==> config.mk <==
export PLATFORM = sky130hd
export DESIGN_NAME = riscv_div_unit
export DESIGN_NICKNAME = d
export VERILOG_FILES = /design/src/rtl/riscv_div_unit.sv
export SDC_FILE = /design/constraint.sdc
export NUM_CORES = 1
export LEC_CHECK = 0
export ABC_CLOCK_PERIOD_IN_PS = 6400
export CORE_UTILIZATION = 35
export CTS_CLUSTER_DIAMETER = 120
export DETAILED_ROUTE_END_ITERATION = 16
export PLACE_DENSITY = 0.63
export SYNTH_ARGS = -nofsm -noshare
export SYNTH_HDL_FRONTEND = slang
export SYNTH_SLANG_ARGS = --single-unit
==> constraint.sdc <==
create_clock -name clk -period 6.4 [get_ports clk]
set_input_delay 0.64 -clock clk [delete_from_list [all_inputs] [get_ports clk]]
set_output_delay 0.64 -clock clk [all_outputs]
set_load 0.02 [all_outputs]
==> src/rtl/riscv_div_unit.sv <==
// Iterative radix-2 restoring divide/remainder unit (DIVU, DIV, REMU, REM) for the EX stage.
// Define DIV_EARLY_OUT_EN to let divide-by-zero, signed overflow and unsigned /1 finish at accept.
module riscv_div_unit #(
  parameter int DATA_WIDTH   = 32,
  parameter int ALU_OP_WIDTH = 7
) (
  input  logic                    clk,
  input  logic                    rst,
  input  logic                    flush_i,
  input  logic                    valid_i,
  output logic                    ready_o,
  input  logic [ALU_OP_WIDTH-1:0] operator_i,
  input  logic [DATA_WIDTH-1:0]   op_a_i,
  input  logic [DATA_WIDTH-1:0]   op_b_i,
  output logic                    valid_o,
  input  logic                    ready_i,
  output logic [DATA_WIDTH-1:0]   result_o,
  output logic                    busy_o
);

  localparam logic [ALU_OP_WIDTH-3:0] DIV_GROUP = (ALU_OP_WIDTH-2)'(5'b01100);
  localparam logic [DATA_WIDTH-1:0]   LAST_STEP = DATA_WIDTH'(DATA_WIDTH - 1);

  typedef enum logic [1:0] {IDLE, DIV, FIX, DONE} state_e;

  state_e                state_q, state_d;
  logic                  op_rem_q, neg_q_q, neg_r_q;
  logic [DATA_WIDTH-1:0] quot_q, divisor_q, rem_q, cnt_q, result_q;

  logic                  op_legal, accept, signed_mode, a_neg, b_neg, take;
  logic [DATA_WIDTH-1:0] abs_a, abs_b, q_fix, r_fix;
  logic [DATA_WIDTH:0]   rem_shift, rem_next;

  assign op_legal    = (operator_i[ALU_OP_WIDTH-1:2] == DIV_GROUP);
  assign accept      = valid_i & (state_q == IDLE) & op_legal & ~flush_i;
  assign signed_mode = operator_i[0];
  assign a_neg       = signed_mode & op_a_i[DATA_WIDTH-1];
  assign b_neg       = signed_mode & op_b_i[DATA_WIDTH-1];
  assign abs_a       = a_neg ? -op_a_i : op_a_i;
  assign abs_b       = b_neg ? -op_b_i : op_b_i;

  // The shifted partial remainder carries one extra bit so the trial subtraction cannot wrap.
  assign rem_shift = {rem_q, quot_q[DATA_WIDTH-1]};
  assign take      = (rem_shift >= {1'b0, divisor_q});
  assign rem_next  = take ? (rem_shift - {1'b0, divisor_q}) : rem_shift;

  assign q_fix = neg_q_q ? -quot_q : quot_q;
  assign r_fix = neg_r_q ? -rem_q : rem_q;

`ifdef DIV_EARLY_OUT_EN
  localparam logic [DATA_WIDTH-1:0] MOST_NEG = {1'b1, {(DATA_WIDTH-1){1'b0}}};
  logic                  early_out;
  logic [DATA_WIDTH-1:0] early_q, early_r;

  always_comb begin
    early_out = 1'b0;
    early_q   = op_a_i;
    early_r   = '0;
    if (op_b_i == '0) begin
      early_out = 1'b1;
      early_q   = '1;
      early_r   = op_a_i;
    end else if (signed_mode && op_a_i == MOST_NEG && op_b_i == '1) begin
      early_out = 1'b1;
      early_q   = MOST_NEG;
    end else if (!signed_mode && op_b_i == DATA_WIDTH'(1)) begin
      early_out = 1'b1;
    end
  end
`endif

  always_ff @(posedge clk) begin
    if (rst) state_q <= IDLE;
    else     state_q <= state_d;
  end

  always_comb begin
    state_d = state_q;
    case (state_q)
      IDLE: if (accept) begin
`ifdef DIV_EARLY_OUT_EN
        state_d = early_out ? DONE : DIV;
`else
        state_d = DIV;
`endif
      end
      DIV:  if (cnt_q == LAST_STEP) state_d = FIX;
      FIX:  state_d = DONE;
      DONE: if (ready_i) state_d = IDLE;
      default: state_d = IDLE;
    endcase
    if (flush_i) state_d = IDLE;
  end

  // A zero divisor yields an all-ones quotient whatever the operand signs, so it is never negated.
  always_ff @(posedge clk) begin
    if (rst) begin
      op_rem_q  <= 1'b0;
      neg_q_q   <= 1'b0;
      neg_r_q   <= 1'b0;
      quot_q    <= '0;
      divisor_q <= '0;
      rem_q     <= '0;
      cnt_q     <= '0;
      result_q  <= '0;
    end else begin
      case (state_q)
        IDLE: if (accept) begin
          op_rem_q  <= operator_i[1];
          neg_q_q   <= (a_neg ^ b_neg) & (op_b_i != '0);
          neg_r_q   <= a_neg;
          quot_q    <= abs_a;
          divisor_q <= abs_b;
          rem_q     <= '0;
          cnt_q     <= '0;
`ifdef DIV_EARLY_OUT_EN
          if (early_out) result_q <= operator_i[1] ? early_r : early_q;
`endif
        end
        DIV: begin
          rem_q  <= rem_next[DATA_WIDTH-1:0];
          quot_q <= {quot_q[DATA_WIDTH-2:0], take};
          cnt_q  <= cnt_q + DATA_WIDTH'(1);
        end
        FIX: result_q <= op_rem_q ? r_fix : q_fix;
        default: ;
      endcase
    end
  end

  assign ready_o  = (state_q == IDLE);
  assign busy_o   = (state_q != IDLE);
  assign valid_o  = (state_q == DONE);
  assign result_o = result_q;

endmodule

## Yosys cells after proc, flatten, opt, wreduce, memory -nomap -nowiden

Index checks and enable logic that the tools add are counted.

| word-level totals | value |
|---|---|
| register bits after elaboration | 165 |
| input bits | 76 |
| output and inout port bits | 35 |
| word-level logic and storage cells | 55 |

| cells by class | value |
|---|---|
| add/sub/neg operators | 6 |
| magnitude comparators | 1 |
| eq/ne operators | 8 |
| multiplexer cells | 15 |
| bitwise operators | 8 |
| reductions and logical operators | 8 |

Operators with widths:

| kind | number |
|---|---|
| $mux W32 | 8 |
| $pmux W32 S2 | 3 |
| $neg A32 Y32 | 4 |
| $ge A33 B32 Y1 | 1 |
| $add A32 B1 Y32 const B | 1 |
| $eq A32 B5 Y1 const B | 1 |
| $reduce_bool A32 Y1 | 1 |
| $sub A32 B32 Y32 | 1 |
| $pmux W2 S4 | 1 |
| $and A1 B1 Y1 | 6 |
| $mux W2 | 3 |
| $eq A5 B4 Y1 const B | 1 |
| $eq A2 B2 Y1 const B | 2 |
| $ne A2 B1 Y1 const B | 2 |
| $reduce_and A2 Y1 | 2 |
| $reduce_bool A2 Y1 | 2 |
| $reduce_and A3 Y1 | 1 |
| $eq A2 B1 Y1 const B | 1 |
| $logic_not A2 Y1 | 1 |
| $ne A2 B2 Y1 const B | 1 |
| $reduce_or A2 Y1 | 1 |
| $not A1 Y1 | 1 |
| $xor A1 B1 Y1 | 1 |

## Logic depth before layout (Yosys ltp)

| logic depth | value |
|---|---|
| word-level depth | 6 |
| depth in mapped cells | 12 |
| gate-level depth less buffers | 12 |

## Least setup slack after synthesis

Ideal clock, no wire load.

| timing | value |
|---|---|
| path type | in2reg |
| start point | input port op_a_i[12] |
| end point | register quot_q[26] |
| data arrival time | 2,717 ps |
| slack | 3,609 ps |
| stages | 8 |
| path buffers | 0 |
| path through | or4_1 -> nor4_1 -> nand3_1 -> nor3_1 -> nor2_1 -> xnor2_1 -> or3_1 -> a31oi_1 |

| on the way | value |
|---|---|
| word-level cells in the longest chain between the ends | 4 |

Ends and longest elaborated chain:

| item | RTL line | RTL |
|---|---|---|
| start: declaration | 13 | `input logic [DATA_WIDTH-1:0] op_a_i,` |
| $neg A32 Y32 | 39 | `assign abs_a = a_neg ? -op_a_i : op_a_i;` |
| $mux W32 | 39 |  |
| $mux W32 | 108 | `IDLE: if (accept) begin` |
| $pmux W32 S2 | 107 | `case (state_q)` |
| end signal: assignment | 112 | `quot_q <= abs_a;` |
| end signal: assignment | 122 | `quot_q <= {quot_q[DATA_WIDTH-2:0], take};` |
| end: declaration | 28 | `logic [DATA_WIDTH-1:0] quot_q, divisor_q, rem_q, cnt_q, result_q;` |

Every way passes these cells. The select of a mux whose other input is x is not followed.
A chain may end at the register's enable or synchronous reset.

## Worst setup path in the final report

| timing | value |
|---|---|
| start point | register state_q[0] |
| end point | register rem_q[23] |

| on the way | value |
|---|---|
| word-level cells in the longest chain between the ends | 6 |

Ends and longest elaborated chain:

| item | RTL line | RTL |
|---|---|---|
| start: declaration | 26 | `state_e state_q, state_d;` |
| start signal: assignment | 74 | `else state_q <= state_d;` |
| $logic_not A2 Y1 | 35, 107 |  |
| $and A1 B1 Y1 (3 in a row) | 35 | `assign accept = valid_i & (state_q == IDLE) & op_legal & ~flush_i;` |
| $ne A2 B1 Y1 (no source line) | n/a |  |
| $reduce_and A2 Y1 (no source line) | n/a |  |
| end signal: assignment | 121 | `rem_q <= rem_next[DATA_WIDTH-1:0];` |
| end: declaration | 28 |  |

Several ways; a longest one is shown, not always the timed one.

==> out/metrics.sh <==
STATUS='complete, no violations'
SYN-CELL-AREA_SQ_UM=11400
YOSYSWARNINGS=0
WORST_SETUP_PATH_START_KIND='register'
WORST_CLOCK_SKEW_NS=0.0210
SETUP.WORST_PATH.CLASS='register to register'
COREAREA_SQ_UM=31700
ANTENNA_CELLS_INSERTED=0
INSERTION_DELAY_NS=0.45
ASYNC_FLOP_SHARE_PCT=0
DRT_FIRST_ITER_VIOLATIONS=868
GLOBAL_ROUTE.OVERFLOW_TOTAL=0
GRT_START_MAX_NET_PINS=68
ANTENNA_FOUND_INITIAL=0
HOLD_PATH.STARTPOINT='divisor_q[15]'
REG2REGPATHDEPTH=9
POSTSYNTHCELLCOUNT=1507
FINAL_ANTENNA_NET_COUNT=0
DRC=0
FINALWORSTSETUPSLACK_NS=2.66
SYNTH_TOP_AREA_SHARE_PCT=29.1
HOLDBUFCOUNTCTS=0
TIMING.RR.START='state_q[0]'
CRIT_ARRIVAL_NS=4.10
HOLDPATHSTAGES=2
SYNTH_NETS=1625
GRT_SETUP_UNREPAIRED='false'
CTS_ROOT_BUFFER='sky130_fd_sc_hd__clkbuf_16'
CTSHTREEMAXLEVEL=4
FINAL.FILL_COUNT=3247
CTS.REPORTEDPATHS.CLKPINSLEW_NS=0.07
GRT_FIRST_PASS_WIRELENGTH_MICRONS=53400
INITIAL_CORE_UTIL_PCT=35.8
DIE_W_MICRONS=182
VDD_IR_DROP_MAX_mV=0.206
CTS_TREE='built'
DR.PASS1.ITERS=5
HOLD_END='divisor_q[15]'
NETLIST.TOP_CELL.BY_AREA='sky130_fd_sc_hd__dfxtp_1'
FINAL_AREA_SQ_UM=13300
SINK_COUNT_OF_THE_CLOCK_TREE=165
STD_CELL_ROWS=65
AREA_GROWTH_SYN_TO_LAYOUT_PCT=17.0
GROUTE.USAGE.OVERALL_PCT=19.9
CTS_SETUP_BUFFERS=0
CTS.PATH.MAX_BUFFERS=2
SLEW_VIOLATIONS=0
FIRST_GLOBAL_VIAS=10102
COUNT_OF_UNIQUE_LIBRARY_CELLS_INSTANTIATED_BY_YOSYS=68
MULTI_INPUT_COMB_AREA_SQ_UM=7510
GLOBALPLACE.CONGESTION=0.884
FINAL-SEQ-AREA_SQ_UM=3300
POWER.LEAKAGE_nW=4.79
CAP_VIOLATIONS=0
MIN_PERIOD_OVER_PERIOD_PCT=58.5
VIA_PER_INST=5.56
HPWLAFTERDP_MICRONS=24600
WORST-R2R-SETUP-SLACK_NS=2.66
YS_SEQ_AREA_SHARE_PCT=29.1
WIRELENGTH_MICRONS=33000
POWER-PER-CELL-AREA_nW_PER_UM2=175
AVGROUTEDWIREPERCELL_MICRONS=16.7
AREA_OF_THE_DIE_SQ_UM=33200
DPL_CELL_AREA_SQ_UM=12700
MIN_PATH_TYPE='register to register'
LAYOUT_MIN_CYCLE_TIME_NS=3.74
POSTSYNTHAREAPERCELL_SQ_UM=7.54
YOSYS-TOP-CELLS-AREA='sky130_fd_sc_hd__dfxtp_1 (29%), sky130_fd_sc_hd__xnor2_1 (6.3%), sky130_fd_sc_hd__xor2_1 (6.2%)'
FINAL-HOLD-VIOLATION-COUNT=0
ROUTED-VIA-COUNT=10990
CRIT_FANOUT=14
PRE_CTS_SLACK_NS=2.37
RELSLEWSLACK_PCT=18.9
SYNTH_EDF_COUNT=0
SETUP.WORST_PATH.START='state_q[0]'
NETS_FINAL=1678
REQUIRED_NS=6.76
NUMBER_OF_PORT_BUFFERS=110
REGTOREGENDPOINT='rem_q[23]'
YOSYS_MOST_USED_DFF='sky130_fd_sc_hd__dfxtp_1'
CTS_BUFFERS=17
POST_CTS.RESIZED_INSTANCES=0
POSTSYNTHREGISTERBITS=165
ACHIEVABLE-FREQUENCY_MHz=267
TIGHTESTPINTRANSITION_NS=1.22
IO-PIN-COUNT=111
HOLD-WORST-SLACK_NS=0.464
SETUP_VIOLATIONS=0
TOTAL_NEGATIVE_SETUP_SLACK_NS=0
FP.DIEH_MICRONS=182
DRIVE_ABOVE_1_SHARE_PCT=3.88
CRITPATHCAPTURETYPE='register'
TOTAL_POWER_mW=2.32
flip-flops by register name (all words and copies together), names as in the netlist:
| name | count |
|---|---|
| divisor_q | 32 |
| quot_q | 32 |
| result_o | 32 |
| state_q | 2 |
| neg_r_q | 1 |
| op_rem_q | 1 |
| rem_q | 32 |
| cnt_q | 32 |
| neg_q_q | 1 |
cells in the final DEF (no fill, tap or decap), types with 5 or more instances in the layout:
master,instances
sky130_fd_sc_hd__inv_1,56
sky130_fd_sc_hd__buf_4,10
sky130_fd_sc_hd__a31oi_1,8
sky130_fd_sc_hd__and3_1,15
sky130_fd_sc_hd__nand4_1,18
sky130_fd_sc_hd__ha_1,39
sky130_fd_sc_hd__o21a_1,5
sky130_fd_sc_hd__o31ai_1,30
sky130_fd_sc_hd__clkdlybuf4s50_1,109
sky130_fd_sc_hd__a311oi_1,6
sky130_fd_sc_hd__xnor2_1,82
sky130_fd_sc_hd__a32oi_1,13
sky130_fd_sc_hd__o22ai_1,10
sky130_fd_sc_hd__a21oi_1,128
sky130_fd_sc_hd__nand2_1,166
sky130_fd_sc_hd__nor4_1,22
sky130_fd_sc_hd__clkbuf_16,17
sky130_fd_sc_hd__nand3_1,21
sky130_fd_sc_hd__or3_1,28
sky130_fd_sc_hd__nor3b_1,14
sky130_fd_sc_hd__o41ai_1,12
sky130_fd_sc_hd__xor2_1,80
sky130_fd_sc_hd__nand2b_1,20
sky130_fd_sc_hd__a211oi_1,35
sky130_fd_sc_hd__nor2_1,164
sky130_fd_sc_hd__mux2i_1,35
sky130_fd_sc_hd__nand3b_1,5
sky130_fd_sc_hd__o21ai_0,117
sky130_fd_sc_hd__or4_1,8
sky130_fd_sc_hd__nor3_1,29
sky130_fd_sc_hd__o211ai_1,11
sky130_fd_sc_hd__and2_1,11
sky130_fd_sc_hd__a21o_1,14
sky130_fd_sc_hd__dfxtp_1,165
power by group:
group	switching, mW	internal [mW]	total (mW)
Clock	0.511	0.523	1.03
Sequential	0.00251	1.03	1.03
Combinational	0.143	0.112	0.254
worst max path at each step:
stage	end	slack [ns]	depth (start not counted)
after floorplan	quot_q[26]	3.61	8
after global placement	rem_q[23]	2.51	8
after detailed placement	rem_q[23]	2.37	8
after CTS	rem_q[23]	2.70	9
after global routing	rem_q[27]	2.35	9
final	rem_q[23]	2.66	9
stage by stage:
stage / util, % / instances
finish: 41.9 / 1975
global route: 41.9 / 1975
CTS: 41.9 / 1975
detailed placement: 40.0 / 1943
global placement: 40.0 / 1943
floorplan: - / 1507
per-layer routing:
metal  part of all wire [%]  track usage (%)
met1                     49             27.5
met2                     46             32.0
met4                    1.9             6.49
met5                      0                0
met3                    3.6             2.35
cell families (layout without fill, tap and decap cells):
group                      Yosys count  after routing  share of synthesized area, %
buffers and inverters              141            207                          5.06
DFF                                165            165                          29.1
AOI/OAI and AO/OA                  415            415                          22.5
adders and majority gates           42             42                          4.69
xor gates and xnor gates           162            162                          12.5
and+or+nand+nor                    547            547                          23.1
muxes                               35             35                          3.08
layout make-up:
cell class	count	share of cell area (%)
Tap cell	402	3.79
Multi-Input combinational cell	1201	56.6
Inverter	56	1.58
Clock inverter	15	1.22
Clock buffer	17	3.20
Timing Repair Buffer	119	8.78
Sequential cell	165	24.9
worst max-delay path: stages, from the launching register on:
cell and delay, ns:
sky130_fd_sc_hd__dfxtp_1 0.34, sky130_fd_sc_hd__inv_1 0.10, sky130_fd_sc_hd__ha_1 0.33, sky130_fd_sc_hd__nand4bb_1 0.22
sky130_fd_sc_hd__or4_1 0.83, sky130_fd_sc_hd__nand2_1 0.24, sky130_fd_sc_hd__nand2_1 0.15, sky130_fd_sc_hd__nor2_1 0.83
sky130_fd_sc_hd__nand2b_1 0.35, sky130_fd_sc_hd__o211ai_1 0.26
synthesized netlist by cell type (all sizes together) (2+ instances only):
cell type	n
nand2	166
o31ai	31
a32oi	13
nor3b	14
nand3	21
and3	15
o22ai	10
nor2	165
dfxtp	165
and2	12
o41ai	13
buf	11
nor2b	3
a21o	14
nor4	24
and4	4
a21oi	129
or2	4
a41oi	2
o211ai	11
mux2i	35
a211oi	35
o21a	5
nand4b	2
nor3	30
clkbuf	73
or3	30
nand2b	20
xnor2	82
nand3b	5
ha	41
o211a	4
o21bai	3
o21ai	118
o32ai	2
a2111oi	3
xor2	80
a31oi	8
nand4	18
a311oi	6
or4	10
inv	56
No activity file was read; power rests on OpenSTA's default activity.
